==> config.mk <==
export PLATFORM = sky130hd
export DESIGN_NAME = dmem_port_arbiter
export DESIGN_NICKNAME = d
export VERILOG_FILES = /design/src/rtl/dmem_port_arbiter.sv
export SDC_FILE = /design/constraint.sdc
export NUM_CORES = 1
export LEC_CHECK = 0
export BUFFER_PORTS_ARGS = -buffer_cell sky130_fd_sc_hd__clkbuf_2
export CORE_MARGIN = 1
export CORE_UTILIZATION = 46
export CTS_CLUSTER_SIZE = 14
export DETAILED_ROUTE_END_ITERATION = 7
export PLACE_DENSITY = 0.8
export SLEW_MARGIN = 20
export SYNTH_ARGS = -nofsm -noshare
export SYNTH_HDL_FRONTEND = slang
export SYNTH_SLANG_ARGS = --single-unit
==> constraint.sdc <==
create_clock -name clk -period 4.36 [get_ports clk]
set_clock_uncertainty 0.15 [all_clocks]
set_input_delay 0.654 -clock clk [delete_from_list [all_inputs] [get_ports clk]]
set_output_delay 0.654 -clock clk [all_outputs]
set_load 0.005 [all_outputs]
==> src/rtl/dmem_port_arbiter.sv <==
// Data-memory port arbiter between the pipeline MEM stage and the camera
// pixel writer. CPU accesses win by default. Camera words are buffered in a
// small FIFO and written into a wrapping frame buffer. A starvation counter
// forces a camera grant, stalling the pipeline for that one cycle.
module dmem_port_arbiter #(
  parameter logic [31:0] FB_BASE      = 32'h0000_1000,
  parameter int          FB_WORDS     = 4800,
  parameter int          FIFO_DEPTH   = 4,
  parameter int          MAX_CAM_WAIT = 8
) (
  input  logic        clk,
  input  logic        reset,
  input  logic        cpu_we,
  input  logic        cpu_re,
  input  logic [31:0] cpu_addr,
  input  logic [31:0] cpu_wdata,
  output logic [31:0] cpu_rdata,
  output logic        stall_m,
  input  logic        cam_valid,
  input  logic [31:0] cam_data,
  output logic        cam_ready,
  input  logic        cam_frame_start,
  output logic        mem_we,
  output logic [31:0] mem_addr,
  output logic [31:0] mem_wdata,
  input  logic [31:0] mem_rdata,
  output logic        frame_done,
  output logic        cam_overflow
);

  localparam int PTR_W  = (FIFO_DEPTH > 1) ? $clog2(FIFO_DEPTH) : 1;
  localparam int CNT_W  = $clog2(FIFO_DEPTH + 1);
  localparam int OFF_W  = (FB_WORDS > 1) ? $clog2(FB_WORDS) : 1;
  localparam int WAIT_W = $clog2(MAX_CAM_WAIT + 1);

  // Small FIFO storage; the head is read combinationally so a camera grant
  // can drive its data onto the port in the same cycle.
  logic [31:0]       fifo_mem [FIFO_DEPTH];
  logic [PTR_W-1:0]  rd_ptr_reg;
  logic [PTR_W-1:0]  wr_ptr_reg;
  logic [CNT_W-1:0]  count_reg;
  logic [OFF_W-1:0]  wr_off_reg;
  logic [WAIT_W-1:0] wait_reg;
  logic              frame_done_reg;
  logic              overflow_reg;

  logic cpu_req;
  logic cam_req;
  logic force_cam;
  logic gnt_cam;
  logic gnt_cpu;
  logic push;
  logic pop;
  logic last_word;

  // Request decode and grant selection for the current cycle.
  always_comb begin
    cpu_req   = cpu_we | cpu_re;
    cam_req   = (count_reg != '0) & ~cam_frame_start;
    force_cam = cam_req & (wait_reg == WAIT_W'(MAX_CAM_WAIT));
    gnt_cam   = force_cam | (cam_req & ~cpu_req);
    gnt_cpu   = cpu_req & ~force_cam;
    cam_ready = (count_reg != CNT_W'(FIFO_DEPTH)) & ~reset;
    push      = cam_valid & cam_ready;
    pop       = gnt_cam & ~reset;
    last_word = (wr_off_reg == OFF_W'(FB_WORDS - 1));
  end

  // Memory port mux; everything is quiet while reset is asserted so an
  // in-flight camera write is dropped.
  always_comb begin
    mem_we    = 1'b0;
    mem_addr  = 32'h0;
    mem_wdata = 32'h0;
    cpu_rdata = 32'h0;
    stall_m   = 1'b0;
    if (!reset) begin
      if (gnt_cam) begin
        mem_we    = 1'b1;
        mem_addr  = FB_BASE + (32'(wr_off_reg) << 2);
        mem_wdata = fifo_mem[rd_ptr_reg];
        stall_m   = cpu_req;
      end else if (gnt_cpu) begin
        mem_we    = cpu_we;
        mem_addr  = cpu_addr;
        mem_wdata = cpu_wdata;
        cpu_rdata = mem_rdata;
      end
    end
  end

  // FIFO data write; a push during a frame-start pulse lands in slot 0 so it
  // becomes the sole entry of the freshly cleared FIFO.
  always_ff @(posedge clk) begin
    if (push) begin
      fifo_mem[cam_frame_start ? PTR_W'(0) : wr_ptr_reg] <= cam_data;
    end
  end

  // FIFO bookkeeping, frame offset, starvation counter and status flags.
  always_ff @(posedge clk) begin
    if (reset) begin
      rd_ptr_reg     <= '0;
      wr_ptr_reg     <= '0;
      count_reg      <= '0;
      wr_off_reg     <= '0;
      wait_reg       <= '0;
      frame_done_reg <= 1'b0;
      overflow_reg   <= 1'b0;
    end else if (cam_frame_start) begin
      // Discard the old frame; keep only a word arriving with the pulse.
      rd_ptr_reg     <= '0;
      wr_ptr_reg     <= push ? PTR_W'(1) : PTR_W'(0);
      count_reg      <= push ? CNT_W'(1) : CNT_W'(0);
      wr_off_reg     <= '0;
      wait_reg       <= '0;
      frame_done_reg <= 1'b0;
      overflow_reg   <= 1'b0;
    end else begin
      if (push) begin
        wr_ptr_reg <= wr_ptr_reg + PTR_W'(1);
      end
      if (pop) begin
        rd_ptr_reg <= rd_ptr_reg + PTR_W'(1);
      end
      if (push && !pop) begin
        count_reg <= count_reg + CNT_W'(1);
      end else if (pop && !push) begin
        count_reg <= count_reg - CNT_W'(1);
      end

      if (pop) begin
        wr_off_reg <= last_word ? OFF_W'(0) : wr_off_reg + OFF_W'(1);
      end
      frame_done_reg <= pop & last_word;

      // Counts cycles a buffered word has been passed over.
      if (gnt_cam || count_reg == '0) begin
        wait_reg <= '0;
      end else if (wait_reg != WAIT_W'(MAX_CAM_WAIT)) begin
        wait_reg <= wait_reg + WAIT_W'(1);
      end

      if (cam_valid && !cam_ready) begin
        overflow_reg <= 1'b1;
      end
    end
  end

  assign frame_done   = frame_done_reg;
  assign cam_overflow = overflow_reg;

endmodule

==> impl_metrics.json, run 1 <==
{
  "cts_made_buffers": 17,
  "critPathKind": "reg2out",
  "synthCells": 550,
  "yosys_warnings": 0,
  "grt_pass1_wl_um": 26600,
  "seqPwrFrac_pct": 49.9,
  "area_delta_synth_final_pct": 26.7,
  "fillerInstances": 1221,
  "cp_num_buf_inv": 1,
  "gr-usage-met3_pct": 6.03,
  "synth.mux.area_fraction_pct": 10.8,
  "internal-power_mw": 2.55,
  "yosysTopAreaCell": "edfxtp_1",
  "synth_fp_nets": 690,
  "synth_flop_cell": "edfxtp_1",
  "end_kind": "output port",
  "synth_top_family_by_area": "simple AND/OR/NAND/NOR gates",
  "core_um2": 15100,
  "grt.busiest_layer": "met2",
  "post-dp-hpwl_um": 12100,
  "min_period_ns": 3.50,
  "yosys.area_share.adder_pct": 1.16,
  "rows": 45,
  "cts_resized": 0,
  "design.die.area_um2": 16000,
  "required_ns": 3.56,
  "grtUsageMet2_pct": 39.8,
  "cts_max_level": 4,
  "synth_edf_count": 128,
  "drt-wirelength-per-cell_um": 17.8,
  "leakagePower_nw": 3.47,
  "cts_tree": "done",
  "drtIter0Drc": 305,
  "grt_setup_unrepaired": "no",
  "outcome": "complete, no violations",
  "dp_slack_ns": 0.902,
  "clkSlewWorstSetupHoldPaths_ns": 0.06,
  "cts.sinks": 156,
  "fin_nets": 914,
  "met1_usage_pct": 25.4,
  "antennaDiodeCount": 0,
  "hold_viol_final": 0,
  "synth_seq_area_share_pct": 61.7,
  "synth.area.top_cells": "edfxtp_1 (54%), mux4_2 (10%), dfxtp_1 (7.9%)",
  "ys_ff_latch": 156,
  "swShare_pct": 22.4,
  "route.detailed.drc": 0,
  "synth-simple-area-share_pct": 15.6,
  "antenna_found_initial": 0,
  "syn_area_um2": 7130,
  "grtUsageTotal_pct": 22.5,
  "p_switching_mw": 0.736,
  "cp_slowest_cell": "a211o_2",
  "tightest_slew_ns": 1.05,
  "synth_xor_area_share_pct": 1.11,
  "drt_pass1_iterations": 5,
  "cp_data_arrival_time_ns": 2.70,
  "finalPower_mw": 3.29,
  "min_period_over_period_pct": 80.3,
  "gp_congestion": 0.803,
  "crit_fanout": 46,
  "synth.avg_cell_area_um2": 13.0,
  "port_buffers": 234,
  "synth_compound_area_share_pct": 6.53,
  "vias": 5310,
  "start_util_pct": 47.1,
  "relSlewSlack_pct": 29.6,
  "gr-total-overflow": 0,
  "setup_viol": 0,
  "dp_cells": 943,
  "setup_tns_ns": 0,
  "die_x_um": 127,
  "final_cells": 975,
  "powerDensity_nw_per_um2": 364,
  "max_cap_violations": 0,
  "synth.distinct_cells": 48,
  "async_flop_share_pct": 0,
  "final_util_pct": 59.7,
  "slowest_delay_ns": 0.80,
  "hold_path.class": "in2reg",
  "combPwrFrac_pct": 8.4,
  "cp_top_family": "compound AO/OA/AOI/OAI gates",
  "max_freq_ghz": 0.285,
  "ant_nets": 0,
  "vias_per_cell": 5.45,
  "post_cts_buffers": 0,
  "grt_max_degree": 54,
  "cts_buffer_depth": 2,
  "vdd.ir_drop.worst_v": 0.000312,
  "routed_wl_um": 17400,
  "largest_reg_flops": 128,
  "ios": 235,
  "cp_cell_sequence": "nor3_2, a211o_2, mux2_2, nor2_1, clkbuf_2",
  "clk_latency_ns": 0.43,
  "setup_slack_ns": 0.857,
  "cts-root-buf": "clkbuf_16",
  "yosys.area.top_type_share_pct": 53.9,
  "die_h_um": 127,
  "clock_power_share_pct": 41.6,
  "slew_viol_final": 0,
  "start_kind": "register",
  "cts_hold_buf": 0,
  "first_global_vias": 5133,
  "layout-drive-gt1-share_pct": 41.2
}
[synthesized netlist by cell type (all sizes together), types with 2 or more instances]
| master | number |
|---|---|
| edfxtp | 128 |
| a21oi | 55 |
| and2 | 52 |
| nand2 | 52 |
| nand3 | 49 |
| mux4 | 32 |
| dfxtp | 28 |
| nor2 | 25 |
| buf | 21 |
| clkbuf | 18 |
| inv | 12 |
| o21ai | 6 |
| xnor2 | 6 |
| ha | 5 |
| o31ai | 5 |
| or3 | 5 |
| nand4 | 4 |
| nor3 | 4 |
| mux2i | 3 |
| nand4b | 3 |
| or2 | 3 |
| or4 | 3 |
| xor2 | 3 |
| a211o | 2 |
| a211oi | 2 |
| a22o | 2 |
| a31o | 2 |
| and3 | 2 |
| mux2 | 2 |
| nand3b | 2 |
| nor2b | 2 |
| nor3b | 2 |
[power by group through the flow]
stage | clock network (mW) | logic (mW) | registers [mW]
final | 1.37 | 0.278 | 1.64
after global placement | 0 | 0.274 | 1.67
after floorplan | 0 | 0.132 | 1.67
after global routing | 1.44 | 0.307 | 1.64
after CTS | 1.38 | 0.280 | 1.64
after detailed placement | 0 | 0.278 | 1.67
[final timing paths]
kind	startpoint	endpoint	slack, ns	depth (start not counted)
worst max-delay path	count_reg[2]	mem_addr[12]	0.86	5
worst min-delay path	cam_data[1]	fifo_mem[0][1]	0.30	1
worst max register to register	wait_reg[0]	count_reg[2]	1.82	10
worst min register to register	cam_overflow	cam_overflow	0.31	2
[placed cells by master (no fill, tap or decap), types with 3 or more instances in the layout]
master	Yosys	final
xor2_1	3	3
or4_1	3	3
nand4_1	4	4
buf_4	0	9
nor2_1	25	23
dfxtp_1	28	26
or2_2	2	3
inv_1	12	12
or3_1	5	5
clkinv_1	0	3
mux2i_1	3	3
o31ai_1	5	5
mux4_2	32	32
xnor2_1	6	6
o21ai_0	6	6
a21oi_1	55	55
clkbuf_16	0	17
clkbuf_2	0	234
edfxtp_1	128	128
nand3_1	49	49
clkinvlp_4	0	3
and2_1	52	52
clkinv_4	0	3
ha_1	5	5
nand4b_1	3	3
nand2_1	52	52
[through the flow]
stage	hold WS (ns)	instance area (um2)
final	0.297	9040
after global routing	0.291	9040
after CTS	0.284	9040
after detailed placement	0.293	8490
after global placement	0.288	8490
after floorplan	0.280	7130
[cell type report]
class	instances	area, um2	area share (%)
well taps	188	235	2.60
clock inverters	13	119	1.32
inverters	12	45.0	0.498
repair buffers	244	1260	13.9
flip-flops and latches	156	4410	48.8
clock buffers	19	433	4.79
multi-input cells	343	2540	28.1
[cells by family (layout without fill, tap and decap cells)]
| kind of cell | count (synthesis) | count (layout) |
|---|---|---|
| and+or+nand+nor | 212 | 212 |
| xor gates and xnor gates | 9 | 9 |
| DFF | 156 | 156 |
| AOI/OAI and AO/OA | 79 | 79 |
| buffers and inverters | 51 | 288 |
| muxes | 37 | 37 |
| adders and majority gates | 6 | 6 |
[layer usage]
metal  wire length (um)  up-vias
met5                  0        -
met4                550        0
met3               1390       38
met2               8880      259
met1               6550     2519
li1                   -     2494
[worst register-to-register path, delay by kind of cell (launching register included)]
kind	cells	cell delay, ns
compound gates	2	0.40
fa+ha+maj	2	0.57
buf+inv	2	0.38
flops	1	0.34
mux	2	0.38
simple gates	2	0.25
Power figures use the tool's default switching activity.
==> run 2: changes to the inputs <==
Settings changed: CORE_UTILIZATION 46 to 51, PLACE_DENSITY 0.8 to 0.83.
Clock period 4.36 ns to 3.65 ns, I/O delays scaled along.
==> run 2 against run 1 <==
  * Combinational power up 26%
  * Sequential share of layout area down 0.57 points
  * Critical endpoint is now mem_wdata[7]
  * Clock power up 28%
  * Final cell count down 0.10%
  * Setup slack worse by 0.42 ns
  * Die area down 9.7%
  * Total power up 24%
  * Via count up 3.7%
  * First-iteration DRC count up 65%
  * Global-route usage up 5.2 points
  * Core utilization up 8.3 points
==> impl_metrics.json, run 2 (synthesized netlist as in run 1, its figures left out) <==
{
  "mostFrequentLayoutCells": "clkbuf_2 (234), edfxtp_1 (128), a21oi_1 (55)",
  "relSlewSlack_pct": 40.7,
  "gp_congestion": 0.856,
  "port_buffers": 234,
  "max_freq_ghz": 0.311,
  "drt-wirelength-per-cell_um": 19.7,
  "design.die.area_um2": 14500,
  "setup_viol": 0,
  "required_ns": 2.95,
  "grtUsageTotal_pct": 27.7,
  "design_area_um2": 9150,
  "setup_slack_ns": 0.436,
  "setup_tns_ns": 0,
  "finalPower_mw": 4.07,
  "start_kind": "register",
  "largest_reg_flops": 128,
  "dpl_cell_area_um2": 8550,
  "worstRegToRegCells": 10,
  "cts.sinks": 156,
  "layout-drive-gt1-share_pct": 42.2,
  "vias": 5509,
  "start_util_pct": 53.0,
  "routed_wl_um": 19200,
  "final_common_cell": "clkbuf_2",
  "die_h_um": 120,
  "cp_data_arrival_time_ns": 2.52,
  "fin_hold_ws_ns": 0.187,
  "cts_made_buffers": 17,
  "crit_fanout": 24,
  "cts_hold_buf": 0,
  "area_delta_synth_final_pct": 28.2,
  "gr-total-overflow": 0,
  "outcome": "complete, no violations",
  "tightest_slew_ns": 0.889,
  "rows": 42,
  "route.detailed.drc": 0,
  "antenna_found_initial": 1,
  "end_kind": "output port",
  "fin_nets": 924,
  "hold_path.class": "in2reg",
  "cts_buffer_depth": 2,
  "cts_resized": 0,
  "grt_pass1_wl_um": 29000,
  "first_global_vias": 5442,
  "dp_slack_ns": 0.713,
  "drtIter0Drc": 502,
  "whs_path_depth": 1,
  "critPathKind": "reg2out",
  "powerDensity_nw_per_um2": 445,
  "clk_latency_ns": 0.43,
  "post_cts_buffers": 0,
  "vdd.ir_drop.worst_v": 0.000313,
  "core_um2": 13500,
  "leakagePower_nw": 3.54,
  "cts_tree": "done",
  "min_period_ns": 3.21,
  "slew_viol_final": 0,
  "max_cap_violations": 0,
  "clkSlewWorstSetupHoldPaths_ns": 0.06,
  "ios": 235,
  "cts-root-buf": "clkbuf_16",
  "cts_max_level": 4,
  "die_x_um": 120,
  "grt_setup_unrepaired": "no",
  "min_period_over_period_pct": 88.1,
  "hold_viol_final": 0,
  "post-dp-hpwl_um": 13700,
  "grt_max_degree": 54,
  "vias_per_cell": 5.66,
  "drt_pass1_iterations": 5,
  "ant_nets": 0
}
-- run 2: cell count changes in the layout (fill, tap and decap cells not counted), moves of 2 or more --
cell	delta
clkbuf_1	-2
buf_4	+11
clkinv_4	-2
bufinv_16	+2
-- run 2: worst paths after layout --
kind / startpoint / end / slack (ns)
hold reg to reg: cam_overflow / cam_overflow / 0.32
hold / removal: cam_data[20] / fifo_mem[2][20] / 0.19
setup / recovery: wait_reg[0] / mem_wdata[7] / 0.44
setup reg to reg: wait_reg[0] / count_reg[2] / 1.00
-- run 2: power by group --
| part | internal, mW | switching, mW |
|---|---|---|
| Clock | 1.07 | 0.688 |
| Combinational | 0.165 | 0.183 |
| Sequential | 1.95 | 0.0110 |
| Total | 3.19 | 0.883 |
-- run 2: layout make-up --
cell class                 count  area (um2)
clock inverter                15         171
multi-input combinational    343        2550
timing repair buffer         254        1320
sequential                   156        4410
tap                          176         220
inverter                      12        45.0
clock buffer                  17         425
antenna                        1        2.50
fill                         984        4310
-- run 2: per-stage QoR --
stage | util, % | cells
global placement | 63.5 | 941
detailed placement | 63.5 | 941
floorplan | - | 550
CTS | 68.0 | 973
global route | 68.0 | 974
finish | 68.0 | 974
-- run 2: critical path, stage by stage, from the launching register on --
cell	delay (ns)
dfxtp_1	0.37
inv_1	0.06
ha_1	0.22
nand3b_4	0.15
a211o_2	0.46
buf_4	0.37
nand3_1	0.12
a21oi_1	0.17
clkbuf_2	0.13
-- run 2: metal layers --
layer	vias to the layer above	wire length, um	global-route usage [%]
met5	-	0	0
met4	0	737	13.5
met3	52	1610	8.02
met2	303	10200	50.0
met1	2637	6620	29.4
li1	2517	-	-
